==> src/rtl/spike_rx_pkg.sv <==
// spike_rx_pkg
//   Shared definitions for the spike receive path: filter state encodings,
//   default counter width and a saturating increment helper.
package spike_rx_pkg;

  localparam int CW_DEFAULT = 32;

  // Filter FSM state encodings (plain constants for legacy tool compatibility)
  typedef logic [1:0] filt_state_t;
  localparam filt_state_t S_LOW  = 2'd0;
  localparam filt_state_t S_RISE = 2'd1;
  localparam filt_state_t S_HIGH = 2'd2;
  localparam filt_state_t S_FALL = 2'd3;

  // Increment val, sticking at the all-ones value of a width-bit counter.
  // Callers zero-extend into 64 bits and truncate the result back.
  function automatic logic [63:0] sat_inc(input logic [63:0] val, input int unsigned width);
    logic [63:0] max_val;
    max_val = (width >= 64) ? '1 : ((64'd1 << width) - 64'd1);
    return (val >= max_val) ? max_val : val + 64'd1;
  endfunction

endpackage

==> src/rtl/spike_rx_window_counter_filter.sv <==
// spike_edge_filter
//   Synchronises the asynchronous spike line and glitch-filters it: a spike is
//   accepted after MIN_HIGH consecutive high samples and the filter re-arms
//   only after MIN_LOW consecutive low samples.
// Ports
//   clk          in   clk1 domain clock
//   reset_global in   asynchronous active-high reset
//   clear        in   synchronous active-high clear
//   spike_in     in   raw asynchronous spike line
//   spike_pulse  out  registered one-cycle pulse per accepted spike
module spike_edge_filter
  import spike_rx_pkg::*;
#(
  parameter int SYNC_STAGES = 2,
  parameter int MIN_HIGH    = 4,
  parameter int MIN_LOW     = 4
) (
  input  logic clk,
  input  logic reset_global,
  input  logic clear,
  input  logic spike_in,
  output logic spike_pulse
);

  localparam int HW = $clog2(MIN_HIGH + 1);
  localparam int LW = $clog2(MIN_LOW + 1);
  localparam logic [HW-1:0] H_LAST = HW'(MIN_HIGH - 1);
  localparam logic [LW-1:0] L_LAST = LW'(MIN_LOW - 1);

  logic [SYNC_STAGES-1:0] sync_reg;
  logic                   s;
  filt_state_t            state_reg, state_next;
  logic [HW-1:0]          hcnt_reg, hcnt_next;
  logic [LW-1:0]          lcnt_reg, lcnt_next;
  logic                   pulse_reg, pulse_next;

  // Synchroniser carries no reset so it keeps flushing while reset is held
  always_ff @(posedge clk) begin
    sync_reg <= {sync_reg[SYNC_STAGES-2:0], spike_in};
  end

  assign s = sync_reg[SYNC_STAGES-1];

  always_comb begin
    state_next = state_reg;
    hcnt_next  = hcnt_reg;
    lcnt_next  = lcnt_reg;
    pulse_next = 1'b0;
    case (state_reg)
      S_LOW: begin
        if (s) begin
          if (MIN_HIGH == 1) begin
            state_next = S_HIGH;
            pulse_next = 1'b1;
          end else begin
            state_next = S_RISE;
            hcnt_next  = HW'(1);
          end
        end
      end
      S_RISE: begin
        if (!s) begin
          state_next = S_LOW;
        end else if (hcnt_reg == H_LAST) begin
          state_next = S_HIGH;
          pulse_next = 1'b1;
        end else begin
          hcnt_next = hcnt_reg + HW'(1);
        end
      end
      S_HIGH: begin
        if (!s) begin
          if (MIN_LOW == 1) begin
            state_next = S_LOW;
          end else begin
            state_next = S_FALL;
            lcnt_next  = LW'(1);
          end
        end
      end
      S_FALL: begin
        if (s) begin
          state_next = S_HIGH;
        end else if (lcnt_reg == L_LAST) begin
          state_next = S_LOW;
        end else begin
          lcnt_next = lcnt_reg + LW'(1);
        end
      end
      default: state_next = S_LOW;
    endcase
  end

  always_ff @(posedge clk or posedge reset_global) begin
    if (reset_global) begin
      state_reg <= S_LOW;
      hcnt_reg  <= '0;
      lcnt_reg  <= '0;
      pulse_reg <= 1'b0;
    end else if (clear) begin
      state_reg <= S_LOW;
      hcnt_reg  <= '0;
      lcnt_reg  <= '0;
      pulse_reg <= 1'b0;
    end else begin
      state_reg <= state_next;
      hcnt_reg  <= hcnt_next;
      lcnt_reg  <= lcnt_next;
      pulse_reg <= pulse_next;
    end
  end

  assign spike_pulse = pulse_reg;

endmodule

==> src/rtl/spike_rx_window_counter.sv <==
// spike_rx_window_counter
//   Counts filtered spikes per slow_clk window and measures the interval
//   between the two most recent spikes.
// Ports
//   clk          in   clk1, all logic in this domain
//   reset_global in   asynchronous active-high reset
//   clear        in   synchronous active-high clear (reset_sim level)
//   spike_in     in   asynchronous spike line
//   slow_clk     in   sim_clk level; rising edge closes a window
//   spike_pulse  out  one-cycle pulse per accepted spike
//   win_count    out  spikes in the last completed window
//   win_valid    out  one-cycle strobe when win_count updates
//   isi          out  clk cycles between the two most recent spikes
//   isi_valid    out  two spikes seen since reset/clear
//   overflow     out  sticky saturation flag
module spike_rx_window_counter
  import spike_rx_pkg::*;
#(
  parameter int SYNC_STAGES = 2,
  parameter int MIN_HIGH    = 4,
  parameter int MIN_LOW     = 4,
  parameter int CW          = CW_DEFAULT
) (
  input  logic          clk,
  input  logic          reset_global,
  input  logic          clear,
  input  logic          spike_in,
  input  logic          slow_clk,
  output logic          spike_pulse,
  output logic [CW-1:0] win_count,
  output logic          win_valid,
  output logic [CW-1:0] isi,
  output logic          isi_valid,
  output logic          overflow
);

  localparam logic [CW-1:0] MAX_VAL = '1;

  logic [1:0]    slow_sync_reg;
  logic          slow_prev_reg;
  logic          win_tick;
  logic [CW-1:0] acc_reg, acc_next;
  logic [CW-1:0] win_count_reg, win_count_next;
  logic          win_valid_reg, win_valid_next;
  logic [CW-1:0] icnt_reg, icnt_next;
  logic [CW-1:0] isi_reg, isi_next;
  logic          isi_valid_reg, isi_valid_next;
  logic          have_prev_reg, have_prev_next;
  logic          overflow_reg, overflow_next;

  spike_edge_filter #(
    .SYNC_STAGES (SYNC_STAGES),
    .MIN_HIGH    (MIN_HIGH),
    .MIN_LOW     (MIN_LOW)
  ) u_filter (
    .clk          (clk),
    .reset_global (reset_global),
    .clear        (clear),
    .spike_in     (spike_in),
    .spike_pulse  (spike_pulse)
  );

  // Unreset edge detector: it keeps tracking slow_clk during reset/clear, so
  // the previous-value flop already holds the current level on release and a
  // high slow_clk does not produce a spurious window.
  always_ff @(posedge clk) begin
    slow_sync_reg <= {slow_sync_reg[0], slow_clk};
    slow_prev_reg <= slow_sync_reg[1];
  end

  assign win_tick = slow_sync_reg[1] & ~slow_prev_reg;

  always_comb begin
    acc_next       = acc_reg;
    win_count_next = win_count_reg;
    win_valid_next = win_tick;
    icnt_next      = icnt_reg;
    isi_next       = isi_reg;
    isi_valid_next = isi_valid_reg;
    have_prev_next = have_prev_reg;
    overflow_next  = overflow_reg;

    // A spike coincident with the tick belongs to the new window
    if (win_tick) begin
      win_count_next = acc_reg;
      acc_next       = {{(CW-1){1'b0}}, spike_pulse};
    end else if (spike_pulse) begin
      acc_next = CW'(sat_inc(64'(acc_reg), CW));
      if (acc_reg == MAX_VAL) overflow_next = 1'b1;
    end

    // isi is icnt+1 because icnt restarts at 0 in the cycle after a spike
    if (spike_pulse) begin
      if (have_prev_reg) begin
        isi_next       = CW'(sat_inc(64'(icnt_reg), CW));
        isi_valid_next = 1'b1;
      end
      icnt_next      = '0;
      have_prev_next = 1'b1;
    end else begin
      icnt_next = CW'(sat_inc(64'(icnt_reg), CW));
      if (icnt_reg == MAX_VAL) overflow_next = 1'b1;
    end
  end

  always_ff @(posedge clk or posedge reset_global) begin
    if (reset_global) begin
      acc_reg       <= '0;
      win_count_reg <= '0;
      win_valid_reg <= 1'b0;
      icnt_reg      <= '0;
      isi_reg       <= '0;
      isi_valid_reg <= 1'b0;
      have_prev_reg <= 1'b0;
      overflow_reg  <= 1'b0;
    end else if (clear) begin
      acc_reg       <= '0;
      win_count_reg <= '0;
      win_valid_reg <= 1'b0;
      icnt_reg      <= '0;
      isi_reg       <= '0;
      isi_valid_reg <= 1'b0;
      have_prev_reg <= 1'b0;
      overflow_reg  <= 1'b0;
    end else begin
      acc_reg       <= acc_next;
      win_count_reg <= win_count_next;
      win_valid_reg <= win_valid_next;
      icnt_reg      <= icnt_next;
      isi_reg       <= isi_next;
      isi_valid_reg <= isi_valid_next;
      have_prev_reg <= have_prev_next;
      overflow_reg  <= overflow_next;
    end
  end

  assign win_count = win_count_reg;
  assign win_valid = win_valid_reg;
  assign isi       = isi_reg;
  assign isi_valid = isi_valid_reg;
  assign overflow  = overflow_reg;

endmodule
==> config.mk <==
export PLATFORM = sky130hd
export DESIGN_NAME = spike_rx_window_counter
export DESIGN_NICKNAME = d
export VERILOG_FILES = /design/src/rtl/spike_rx_pkg.sv /design/src/rtl/spike_rx_window_counter_filter.sv /design/src/rtl/spike_rx_window_counter.sv
export SDC_FILE = /design/constraint.sdc
export NUM_CORES = 1
export LEC_CHECK = 0
export ABC_AREA = 1
export ABC_CLOCK_PERIOD_IN_PS = 4100
export CELL_PAD_IN_SITES_DETAIL_PLACEMENT = 1
export CELL_PAD_IN_SITES_GLOBAL_PLACEMENT = 2
export CORE_ASPECT_RATIO = 1.5
export CORE_MARGIN = 1
export CORE_UTILIZATION = 35
export CTS_BUF_LIST = sky130_fd_sc_hd__clkbuf_8
export DETAILED_ROUTE_END_ITERATION = 8
export DONT_BUFFER_PORTS = 1
export PLACE_DENSITY_LB_ADDON = 0.1
export SLEW_MARGIN = 40
export SYNTH_ARGS = -nofsm -noshare
export SYNTH_HDL_FRONTEND = slang
export SYNTH_SLANG_ARGS = --single-unit
==> constraint.sdc <==
create_clock -name clk -period 4.1 [get_ports clk]
set_input_delay 0.41 -clock clk [delete_from_list [all_inputs] [get_ports clk]]
set_output_delay 0.41 -clock clk [all_outputs]
set_load 0.05 [all_outputs]
==> results of run 1 <==
-- cells by family after synthesis --
| kind of cell | share of synthesized area [%] |
|---|---|
| simple gates | 32.3 |
| flops | 48.7 |
| buf+inv | 7.94 |
| compound gates | 7.82 |
| xor+xnor | 2.23 |
| fa+ha+maj | 1.01 |
-- metal layers --
metal | share of wire, % | vias to the layer above
li1 | - | 3087
met1 | 37 | 3055
met2 | 58 | 70
met3 | 1.9 | 34
met4 | 2.7 | 0
met5 | 0 | -
-- synthesized netlist by cell type, types with 8 or more instances --
| library cell | n |
|---|---|
| nand2_1 | 338 |
| dfrtp_1 | 141 |
| inv_1 | 111 |
| nor2_1 | 77 |
| nand3_1 | 70 |
| o21ai_0 | 67 |
| o21ai_1 | 18 |
| xor2_1 | 14 |
| nand2_2 | 12 |
| nor2_2 | 12 |
| nor3_1 | 12 |
| buf_2 | 11 |
| clkbuf_1 | 10 |
| nand4_1 | 9 |
| inv_2 | 8 |
-- placed cells by master, fill, tap and decap left out, types with 5 or more instances in the layout --
master,Yosys,routed
nand4_1,9,9
nand2_1,338,338
a21oi_1,6,6
inv_2,8,10
nor2_1,77,76
nand3_2,6,6
ha_1,6,6
inv_1,111,109
a22o_1,6,6
nor3_1,12,11
dfxtp_1,5,5
o21ai_0,67,67
nand2_2,12,12
clkbuf_8,0,20
dfrtp_1,141,141
nand3_1,70,70
o21ai_1,18,18
xor2_1,14,14
buf_4,1,5
clkinv_2,0,8
nor2_2,12,13
nor2_4,5,5
xnor2_1,5,5
-- worst max path at each step --
stage                        to            startpoint
floorplan            acc_reg[0]          reset_global
global placement     acc_reg[4]                 clear
detailed placement  acc_reg[15]                 clear
CTS                 acc_reg[10]  u_filter.spike_pulse
global route        acc_reg[14]  u_filter.spike_pulse
finish              acc_reg[14]  u_filter.spike_pulse
-- area by class of cell --
class	count	area, um2
Clock inverter	12	90.1
Fill cell	2602	12800
Tap cell	268	335
Multi-Input combinational cell	687	3240
Sequential cell	146	3630
Clock buffer	20	275
Timing Repair Buffer	11	125
Inverter	119	450
-- metrics by stage --
step           hold WS (ns)  utilization [%]  instances  setup WS [ns]  total power [W]
2_1_floorplan         0.310                -        978           1.93          0.00158
3_3_place_gp          0.312             36.8       1226           1.84          0.00161
3_5_place_dp          0.324             36.8       1226           1.77          0.00161
4_1_cts             0.00723             38.7       1261           1.78          0.00271
5_1_grt              0.0179             38.8       1263           1.56          0.00278
6_report             0.0461             38.8       1263           1.82          0.00267
-- power groups by stage --
stage	clock network, W	logic, W	registers [W]
final	0.00108	0.000116	0.00147
after global routing	0.00117	0.000136	0.00147
after CTS	0.00112	0.000117	0.00147
after detailed placement	0	0.000114	0.00150
after global placement	0	0.000113	0.00150
after floorplan	0	0.0000841	0.00149
==> impl_metrics.env, run 1 <==
export IMPL_port_buffers=0
export IMPL_r2r_start="u_filter.spike_pulse"
export IMPL_grtUsageMet1_pct=23.3
export IMPL_globalRouteOverflowTotal=0
export IMPL_drt_first_pass_iters=5
export IMPL_cap_violations=0
export IMPL_hold_buffers=3
export IMPL_grt_usage_pct=22.7
export IMPL_seqPwrFrac_pct=55.1
export IMPL_vdd_drop_max_mv=0.191
export IMPL_required_ns=4.47
export IMPL_die_height_um=181
export IMPL_ff2ff_path_depth=6
export IMPL_clockPowerShare_pct=40.5
export IMPL_n_antenna_cell=0
export IMPL_drt_iter0_drc=268
export IMPL_critical_path_class="reg -> reg"
export IMPL_initial_core_util_pct=35.5
export IMPL_top_usage_layer="met2"
export IMPL_net_switching_power_w=0.000670
export IMPL_arrival_ns=2.65
export IMPL_worst_slew_pin_slew_ns=0.709
export IMPL_crit_reg2reg_capture="acc_reg[14]"
export IMPL_comb_power_share_pct=4.3
export IMPL_met3_usage_pct=3.76
export IMPL_leakage_nw=3.95
export IMPL_via_per_inst=4.95
export IMPL_grt_first_pass_wirelength_um=37400
export IMPL_finalWirelength_um=22600
export IMPL_r2r_setup_slack_ns=1.82
export IMPL_wl_per_cell_um=17.9
export IMPL_fin_crit_sh_pct=55.6
export IMPL_synth_edff_count=0
export IMPL_area_growth_pct=9.28
export IMPL_switching_share_pct=25.1
export IMPL_die_area_um2=21900
export IMPL_holdPathEnd="u_filter.hcnt_reg[2]"
export IMPL_finalCriticalPeriod_ns=2.28
export IMPL_min_path_type="in -> reg"
export IMPL_finalSetupTns_ns=0
export IMPL_vias=6246
export IMPL_crit_buf_inv=3
export IMPL_max_freq_mhz=439
export IMPL_path_cells="nor2_4 > inv_2 > nor2_2 > buf_4 > inv_1 > o21ai_0"
export IMPL_drive_above_1_share_pct=9.55
export IMPL_core_um2=21000
export IMPL_grt_util_met2_pct=44.4
export IMPL_drv_slew=0
export IMPL_place_gp_congestion=0.817
export IMPL_min_from="clear"
export IMPL_ant_nets=0
export IMPL_synth_top_area_share_pct=47.3
export IMPL_syn_inst=978
export IMPL_start_kind="flip-flop"
export IMPL_critPathTopFamily="buffers and inverters"
export IMPL_intPower_w=0.00200
export IMPL_die_x_um=121
export IMPL_drc=0
export IMPL_cp_end_kind="flip-flop"
export IMPL_ys_top_cells_by_area="dfrtp_1 (47%), nand2_1 (17%), inv_1 (5.6%)"
export IMPL_cts_clk_slew_worst_paths_ns=0.08
export IMPL_max_stage_delay_ns=0.44
export IMPL_grt_pass1_vias=6891
export IMPL_io_pins=73
export IMPL_stdcell_area_um2=8150
export IMPL_fin_nets=993
export IMPL_cts_htree_levels=4
export IMPL_cp_max_fo=20
export IMPL_p_per_area_nw_per_um2=327
export IMPL_slew_headroom_pct=52.7
export IMPL_cts_resized=0
export IMPL_cts_buffer_depth=2
export IMPL_placed_cell_area_um2=7710
export IMPL_synth_area_leader_cell="dfrtp_1"
export IMPL_ys_seq_area_share_pct=48.7
export IMPL_syn_area_per_cell_um2=7.62
export IMPL_grt_max_degree=142
export IMPL_cts_buffers=17
export IMPL_rsz0062_at_grt="no"
export IMPL_fin_skew_ns=0.00740
export IMPL_cts_sinks=146
export IMPL_slowest_stage="nor2_4"
export IMPL_yosys_warnings=0
export IMPL_hold_depth=1
export IMPL_clkLatencyLatePin_ns=0.46
export IMPL_finalHoldViolCount=0
export IMPL_ys_async_sr_fraction_pct=96.6
export IMPL_num_rows=65
export IMPL_syn_cell_area_um2=7460
export IMPL_status="complete, no violations"
export IMPL_cts_tree="done"
export IMPL_cts_setup_buffers=0
export IMPL_final_setup_viol_count=0
export IMPL_antenna_found_initial=0
export IMPL_synth_ff_type="dfrtp_1"
export IMPL_hpwl_um=16400
export IMPL_ys_ff_latch=146
export IMPL_cts_root_buffer="clkbuf_8"
export IMPL_synth_cell_types=39
export IMPL_synth_nets=989
export IMPL_crit_cells=6
Note: power is estimated with default switching activity, not from simulation.
==> run 2: changes to the inputs <==
--- a/config.mk
+++ b/config.mk
@@ -5,13 +5,13 @@
 export SDC_FILE = /design/constraint.sdc
 export NUM_CORES = 1
 export LEC_CHECK = 0
-export ABC_AREA = 1
-export ABC_CLOCK_PERIOD_IN_PS = 4100
+export ABC_AREA = 0
+export ABC_CLOCK_PERIOD_IN_PS = 1960
 export CELL_PAD_IN_SITES_DETAIL_PLACEMENT = 1
 export CELL_PAD_IN_SITES_GLOBAL_PLACEMENT = 2
 export CORE_ASPECT_RATIO = 1.5
 export CORE_MARGIN = 1
-export CORE_UTILIZATION = 35
+export CORE_UTILIZATION = 37
 export CTS_BUF_LIST = sky130_fd_sc_hd__clkbuf_8
 export DETAILED_ROUTE_END_ITERATION = 8
 export DONT_BUFFER_PORTS = 1
==> constraint.sdc (replaced) <==
create_clock -name clk -period 1.96 [get_ports clk]
set_input_delay 0.196 -clock clk [delete_from_list [all_inputs] [get_ports clk]]
set_output_delay 0.196 -clock clk [all_outputs]
set_load 0.05 [all_outputs]
==> run 2 against run 1 <==
Die area is 16% lower. Clock skew rose by 0.0090 ns. Critical path depth grew 1. Largest power group unchanged. Worst hold slack got worse by 0.015 ns. Utilization rose by 9.9 points. Via count decreased by 10%. First-iteration DRC count fell by 31%. Combinational power grew 92%. The flow now finishes with violations (DRC). Clock-buffer cell count is 2 lower. Fmax is 16% higher.
==> impl_metrics.env, run 2 <==
export IMPL_status="finished with violations"
export IMPL_violations="DRC"
export IMPL_finalHoldViolCount=0
export IMPL_ys_ff_latch=146
export IMPL_synth_top_family_by_area="simple AND/OR/NAND/NOR gates"
export IMPL_arrival_ns=2.33
export IMPL_grt_pass1_vias=6060
export IMPL_yosys_warnings=0
export IMPL_finalCriticalPeriod_ns=1.96
export IMPL_dpl_cell_count=964
export IMPL_die_height_um=166
export IMPL_critical_path_class="reg -> reg"
export IMPL_drc=13
export IMPL_drt_iter0_drc=185
export IMPL_cts_tree="done"
export IMPL_area_growth_pct=28.2
export IMPL_syn_cell_area_um2=6620
export IMPL_instances_no_fill=1022
export IMPL_io_pins=73
export IMPL_clkLatencyLatePin_ns=0.46
export IMPL_ant_nets=0
export IMPL_drive_above_1_share_pct=25.6
export IMPL_die_area_um2=18500
export IMPL_r2r_start="icnt_reg[17]"
export IMPL_fin_crit_sh_pct=100
export IMPL_finalWirelength_um=20100
export IMPL_fin_nets=807
export IMPL_dpl_worst_slack_ns=-0.0954
export IMPL_setup_ws_ns=0.0000651
export IMPL_die_x_um=111
export IMPL_required_ns=2.33
export IMPL_cp_max_fo=6
export IMPL_final_setup_viol_count=0
export IMPL_total_power_w=0.00596
export IMPL_grt_first_pass_wirelength_um=31800
export IMPL_yosys_area_share_adder_pct=1.13
export IMPL_max_freq_mhz=510
export IMPL_endpoint="isi[20]"
export IMPL_cts_root_buffer="clkbuf_8"
export IMPL_final_cell_mix="dfrtp_1 (140), nand2_1 (122), buf_4 (99)"
export IMPL_synth_nets=707
export IMPL_cts_clk_slew_worst_paths_ns=0.09
export IMPL_n_antenna_cell=0
export IMPL_synth_compound_area_share_pct=11.1
export IMPL_startpoint="icnt_reg[17]"
export IMPL_r2r_setup_slack_ns=0.00007
export IMPL_synth_top_area_share_pct=53.3
export IMPL_crit_reg2reg_capture="isi[20]"
export IMPL_grt_max_degree=78
export IMPL_yosys_mux_area_fraction_pct=0.756
export IMPL_syn_inst=696
export IMPL_final_common_cell="dfrtp_1"
export IMPL_cts_htree_levels=4
export IMPL_globalRouteOverflowTotal=0
export IMPL_via_per_inst=5.49
export IMPL_drv_slew=0
export IMPL_synth_ff_type="dfrtp_1"
export IMPL_cap_violations=0
export IMPL_ys_async_sr_fraction_pct=96.6
export IMPL_synth_area_leader_cell="dfrtp_1"
export IMPL_cts_buffers=17
export IMPL_start_kind="flip-flop"
export IMPL_place_gp_congestion=0.835
export IMPL_grt_usage_pct=22.0
export IMPL_port_buffers=0
export IMPL_synth_edff_count=0
export IMPL_ff2ff_path_depth=7
export IMPL_synth_cell_types=51
export IMPL_fin_skew_ns=0.0164
export IMPL_yosysMostFrequentCell="dfrtp_1"
export IMPL_ys_seq_area_share_pct=54.8
export IMPL_finalSetupTns_ns=0
export IMPL_worst_slew_pin_slew_ns=0.858
export IMPL_slew_headroom_pct=42.6
export IMPL_antenna_found_initial=0
export IMPL_cts_sinks=146
export IMPL_hpwl_um=13700
export IMPL_initial_core_util_pct=38.0
export IMPL_num_rows=59
export IMPL_wl_per_cell_um=19.7
export IMPL_min_path_type="in -> reg"
export IMPL_cp_end_kind="flip-flop"
export IMPL_ys_top_cells_by_area="dfrtp_1 (53%), nand2_1 (7.1%), a21oi_1 (4.6%)"
export IMPL_vias=5608
export IMPL_core_um2=17400
export IMPL_synth_xor_area_share_pct=6.08
export IMPL_leakage_nw=3.70
export IMPL_cts_buffer_depth=2
export IMPL_synthTopCellsByCount="dfrtp_1 (141), nand2_1 (126), a21oi_1 (61), nor2_1 (61), nand4_1 (34)"
export IMPL_rsz0062_at_grt="yes"
export IMPL_p_per_area_nw_per_um2=702
export IMPL_yosys_area_share_simple_pct=23.3
export IMPL_drt_first_pass_iters=8
export IMPL_vdd_drop_max_mv=0.390
export IMPL_syn_area_per_cell_um2=9.52
[run 2: cell count changes after synthesis, moves of 12 or more]
cell,change
o21ai_0,-36
nand2_1,-212
inv_1,-100
xor2_1,+16
a21oi_1,+55
clkbuf_1,+17
nand4_1,+25
nor2_1,-16
nand3_1,-46
nor4_1,+14
nor2_2,-12
[run 2: cell families (layout without fill, tap and decap cells)]
group,Yosys count,after routing
AND/OR/NAND/NOR,317,321
adder cells (fa/ha/maj),6,6
buffers and inverters,46,155
AO/OA/AOI/OAI,130,130
XOR/XNOR,46,46
flip-flops,146,146
multiplexers,5,5
[run 2: worst min-delay path by stage]
stage	from	endpoint	slack (ns)	depth (start not counted)
after floorplan	slow_clk	slow_sync_reg[0]	0.22	0
after global placement	reset_global	isi[11]	0.20	2
after detailed placement	reset_global	isi[11]	0.20	2
after CTS	clear	win_count[5]	0.02	2
after global routing	clear	win_count[0]	0.05	2
final	clear	win_count[5]	0.03	2
[run 2: per-stage QoR]
step	area [um2]	hold WS [ns]	utilization (%)
after floorplan	6630	0.224	-
after global placement	7470	0.196	42.9
after detailed placement	7470	0.199	42.9
after CTS	8100	0.0181	46.5
after global routing	8490	0.0494	48.7
final	8490	0.0314	48.7
[run 2: what timing repair did]
action                                  4_1_cts  5_1_grt
buffers inserted                              6       10
gates resized for setup                      20       63
hold buffers                                  4        0
endpoints found under the hold margin       189        0
pin swaps                                     7       31
cloned                                        1        5
endpoints found under the setup margin       31       90
[run 2: layout make-up]
type                            instances  area, um2
Fill cell                            1953       8930
Sequential cell                       146       3630
Multi-Input combinational cell        508       3150
Timing Repair Buffer                  112        951
Tap cell                              213        267
Clock buffer                           18        248
Clock inverter                         14        201
Inverter                               11       45.0
[run 2: report_power, final]
part           switching, W  internal, W  leakage, nW
logic              0.000165    0.0000583         1.48
registers         0.0000163      0.00302         2.01
clock network       0.00126      0.00144        0.221
[run 2: worst max-delay path: stages (launching register included)]
cell	delay [ns]
dfrtp_1	0.39
nand4_1	0.16
or4_4	0.60
nor4_4	0.17
buf_6	0.18
buf_12	0.14
nand2_4	0.08
o211ai_1	0.14
[run 2: metal layers]
metal  track usage [%]  part of all wire, %
met5                 0                    0
met2              42.9                   57
met3              4.38                  3.3
met4              7.58                  2.2
met1              23.2                   37
==> run 3: changes to the inputs <==
--- a/config.mk
+++ b/config.mk
@@ -10,12 +10,12 @@
 export CELL_PAD_IN_SITES_DETAIL_PLACEMENT = 1
 export CELL_PAD_IN_SITES_GLOBAL_PLACEMENT = 2
 export CORE_ASPECT_RATIO = 1.5
-export CORE_MARGIN = 1
 export CORE_UTILIZATION = 37
 export CTS_BUF_LIST = sky130_fd_sc_hd__clkbuf_8
 export DETAILED_ROUTE_END_ITERATION = 8
 export DONT_BUFFER_PORTS = 1
-export PLACE_DENSITY_LB_ADDON = 0.1
+export PLACE_DENSITY_LB_ADDON = 0.05
+export SETUP_SLACK_MARGIN = 0.5
 export SLEW_MARGIN = 40
 export SYNTH_ARGS = -nofsm -noshare
 export SYNTH_HDL_FRONTEND = slang
==> run 3 against run 2 <==
Critical path depth did not move. Via count is 3.7% higher. Fmax decreased by 1.1%. Sequential share of layout area is 4.0 points lower. The flow finishes with violations (DRC, setup timing). Clock skew is 0.0046 ns lower. Combinational power rose by 8%.
==> impl_metrics.env, run 3 (synthesis results as in run 2) <==
export IMPL_fin_skew_ns=0.0119
export IMPL_core_um2=17400
export IMPL_final_common_cell="dfrtp_1"
export IMPL_drive_above_1_share_pct=39.1
export IMPL_vdd_drop_max_mv=0.369
export IMPL_critical_path_class="reg -> reg"
export IMPL_final_cell_mix="dfrtp_1 (137), buf_4 (122), nand2_1 (116)"
export IMPL_clkLatencyLatePin_ns=0.45
export IMPL_rsz0062_at_grt="yes"
export IMPL_port_buffers=0
export IMPL_die_height_um=166
export IMPL_violations="DRC, setup timing"
export IMPL_area_growth_pct=41.7
export IMPL_slowest_stage="or4_4"
export IMPL_grt_max_degree=103
export IMPL_fin_crit_sh_pct=101
export IMPL_grt_first_pass_wirelength_um=34700
export IMPL_wl_per_cell_um=20.8
export IMPL_max_stage_delay_ns=0.56
export IMPL_slew_headroom_pct=46.1
export IMPL_worst_slew_pin_slew_ns=0.807
export IMPL_startpoint="icnt_reg[7]"
export IMPL_drt_first_pass_iters=6
export IMPL_finalCriticalPeriod_ns=1.98
export IMPL_via_per_inst=5.48
export IMPL_drc=8
export IMPL_setup_ws_ns=-0.0213
export IMPL_cp_max_fo=6
export IMPL_num_rows=59
export IMPL_final_setup_viol_count=1
export IMPL_n_antenna_cell=0
export IMPL_cts_buffers=17
export IMPL_antenna_found_initial=0
export IMPL_endpoint="isi[0]"
export IMPL_dpl_worst_slack_ns=-0.122
export IMPL_cts_buffer_depth=2
export IMPL_initial_core_util_pct=38.0
export IMPL_hpwl_um=14100
export IMPL_status="finished with violations"
export IMPL_r2r_setup_slack_ns=-0.02
export IMPL_cts_sinks=146
export IMPL_leakage_nw=4.07
export IMPL_required_ns=2.34
export IMPL_hold_slack_ns=0.0374
export IMPL_die_area_um2=18500
export IMPL_cts_clk_slew_worst_paths_ns=0.09
export IMPL_drv_slew=0
export IMPL_ff2ff_path_depth=7
export IMPL_ant_nets=0
export IMPL_grt_pass1_vias=6589
export IMPL_max_freq_mhz=505
export IMPL_globalRouteOverflowTotal=0
export IMPL_cts_htree_levels=4
export IMPL_min_path_type="in -> reg"
export IMPL_r2r_start="icnt_reg[7]"
export IMPL_cap_violations=0
export IMPL_cts_root_buffer="clkbuf_8"
export IMPL_finalWirelength_um=22100
export IMPL_start_kind="flip-flop"
export IMPL_grt_usage_pct=24.3
export IMPL_io_pins=73
export IMPL_total_power_w=0.00568
export IMPL_arrival_ns=2.36
export IMPL_drt_iter0_drc=270
export IMPL_path_cells="nand4_1 > or4_4 > nor4_4 > buf_6 > buf_12 > nand2b_4 > a22o_1"
export IMPL_fin_nets=845
export IMPL_cp_end_kind="flip-flop"
export IMPL_vias=5814
export IMPL_crit_reg2reg_capture="isi[0]"
export IMPL_p_per_area_nw_per_um2=606
export IMPL_die_x_um=111
export IMPL_cts_tree="done"
export IMPL_finalHoldViolCount=0
export IMPL_place_gp_congestion=0.852
## run 3: repair_timing
item / CTS / global route
endpoints found under the hold margin: 89 / 45
endpoints found under the setup margin: 104 / 104
pin swaps: 43 / 31
hold buffers: 4 / 1
cloned: 5 / 1
resized for setup: 98 / 85
buffers inserted: 30 / 13
## run 3: how the worst min path moves through the flow
stage / to / depth (start not counted) / start
global placement: isi[23] / 1 / reset_global
global route: u_filter.lcnt_reg[1] / 2 / clear
floorplan: slow_sync_reg[0] / 0 / slow_clk
detailed placement: isi[23] / 1 / reset_global
finish: u_filter.lcnt_reg[1] / 2 / clear
CTS: win_count[25] / 1 / clear
## run 3: area by class of cell
type,instances,area (um2)
fill,1891,8030
multi-input combinational,508,3760
sequential,146,3630
timing repair buffer,150,1300
tap,213,267
clock buffer,17,234
clock inverter,15,154
inverter,11,45.0
## run 3: power by group
| group | switching [W] | internal (W) |
|---|---|---|
| logic | 0.000178 | 0.0000614 |
| registers | 0.0000197 | 0.00302 |
| clock network | 0.00117 | 0.00123 |
## run 3: per-layer routing
metal	vias up	wire, um	GRT usage [%]
met2	110	12700	46.6
met4	0	808	12.8
li1	2712	-	-
met5	-	0	0
met1	2946	7770	24.0
met3	46	744	5.00
## run 3: per-stage QoR
stage	setup TNS, ns	instances	cell area [um2]	util, %
detailed placement	-2.02	974	7740	44.4
finish	-0.0213	1060	9390	53.9
global route	-0.496	1060	9390	53.9
CTS	-0.00972	1045	8840	50.7
global placement	-1.25	974	7740	44.4
floorplan	-0.0483	696	6870	-
## run 3: worst max-delay path: cells and delay by family, from the launching register on
family	cells	cell delay [ns]
buffers and inverters	2	0.38
AO/OA/AOI/OAI	1	0.12
AND/OR/NAND/NOR	4	1.01
flip-flops	1	0.40
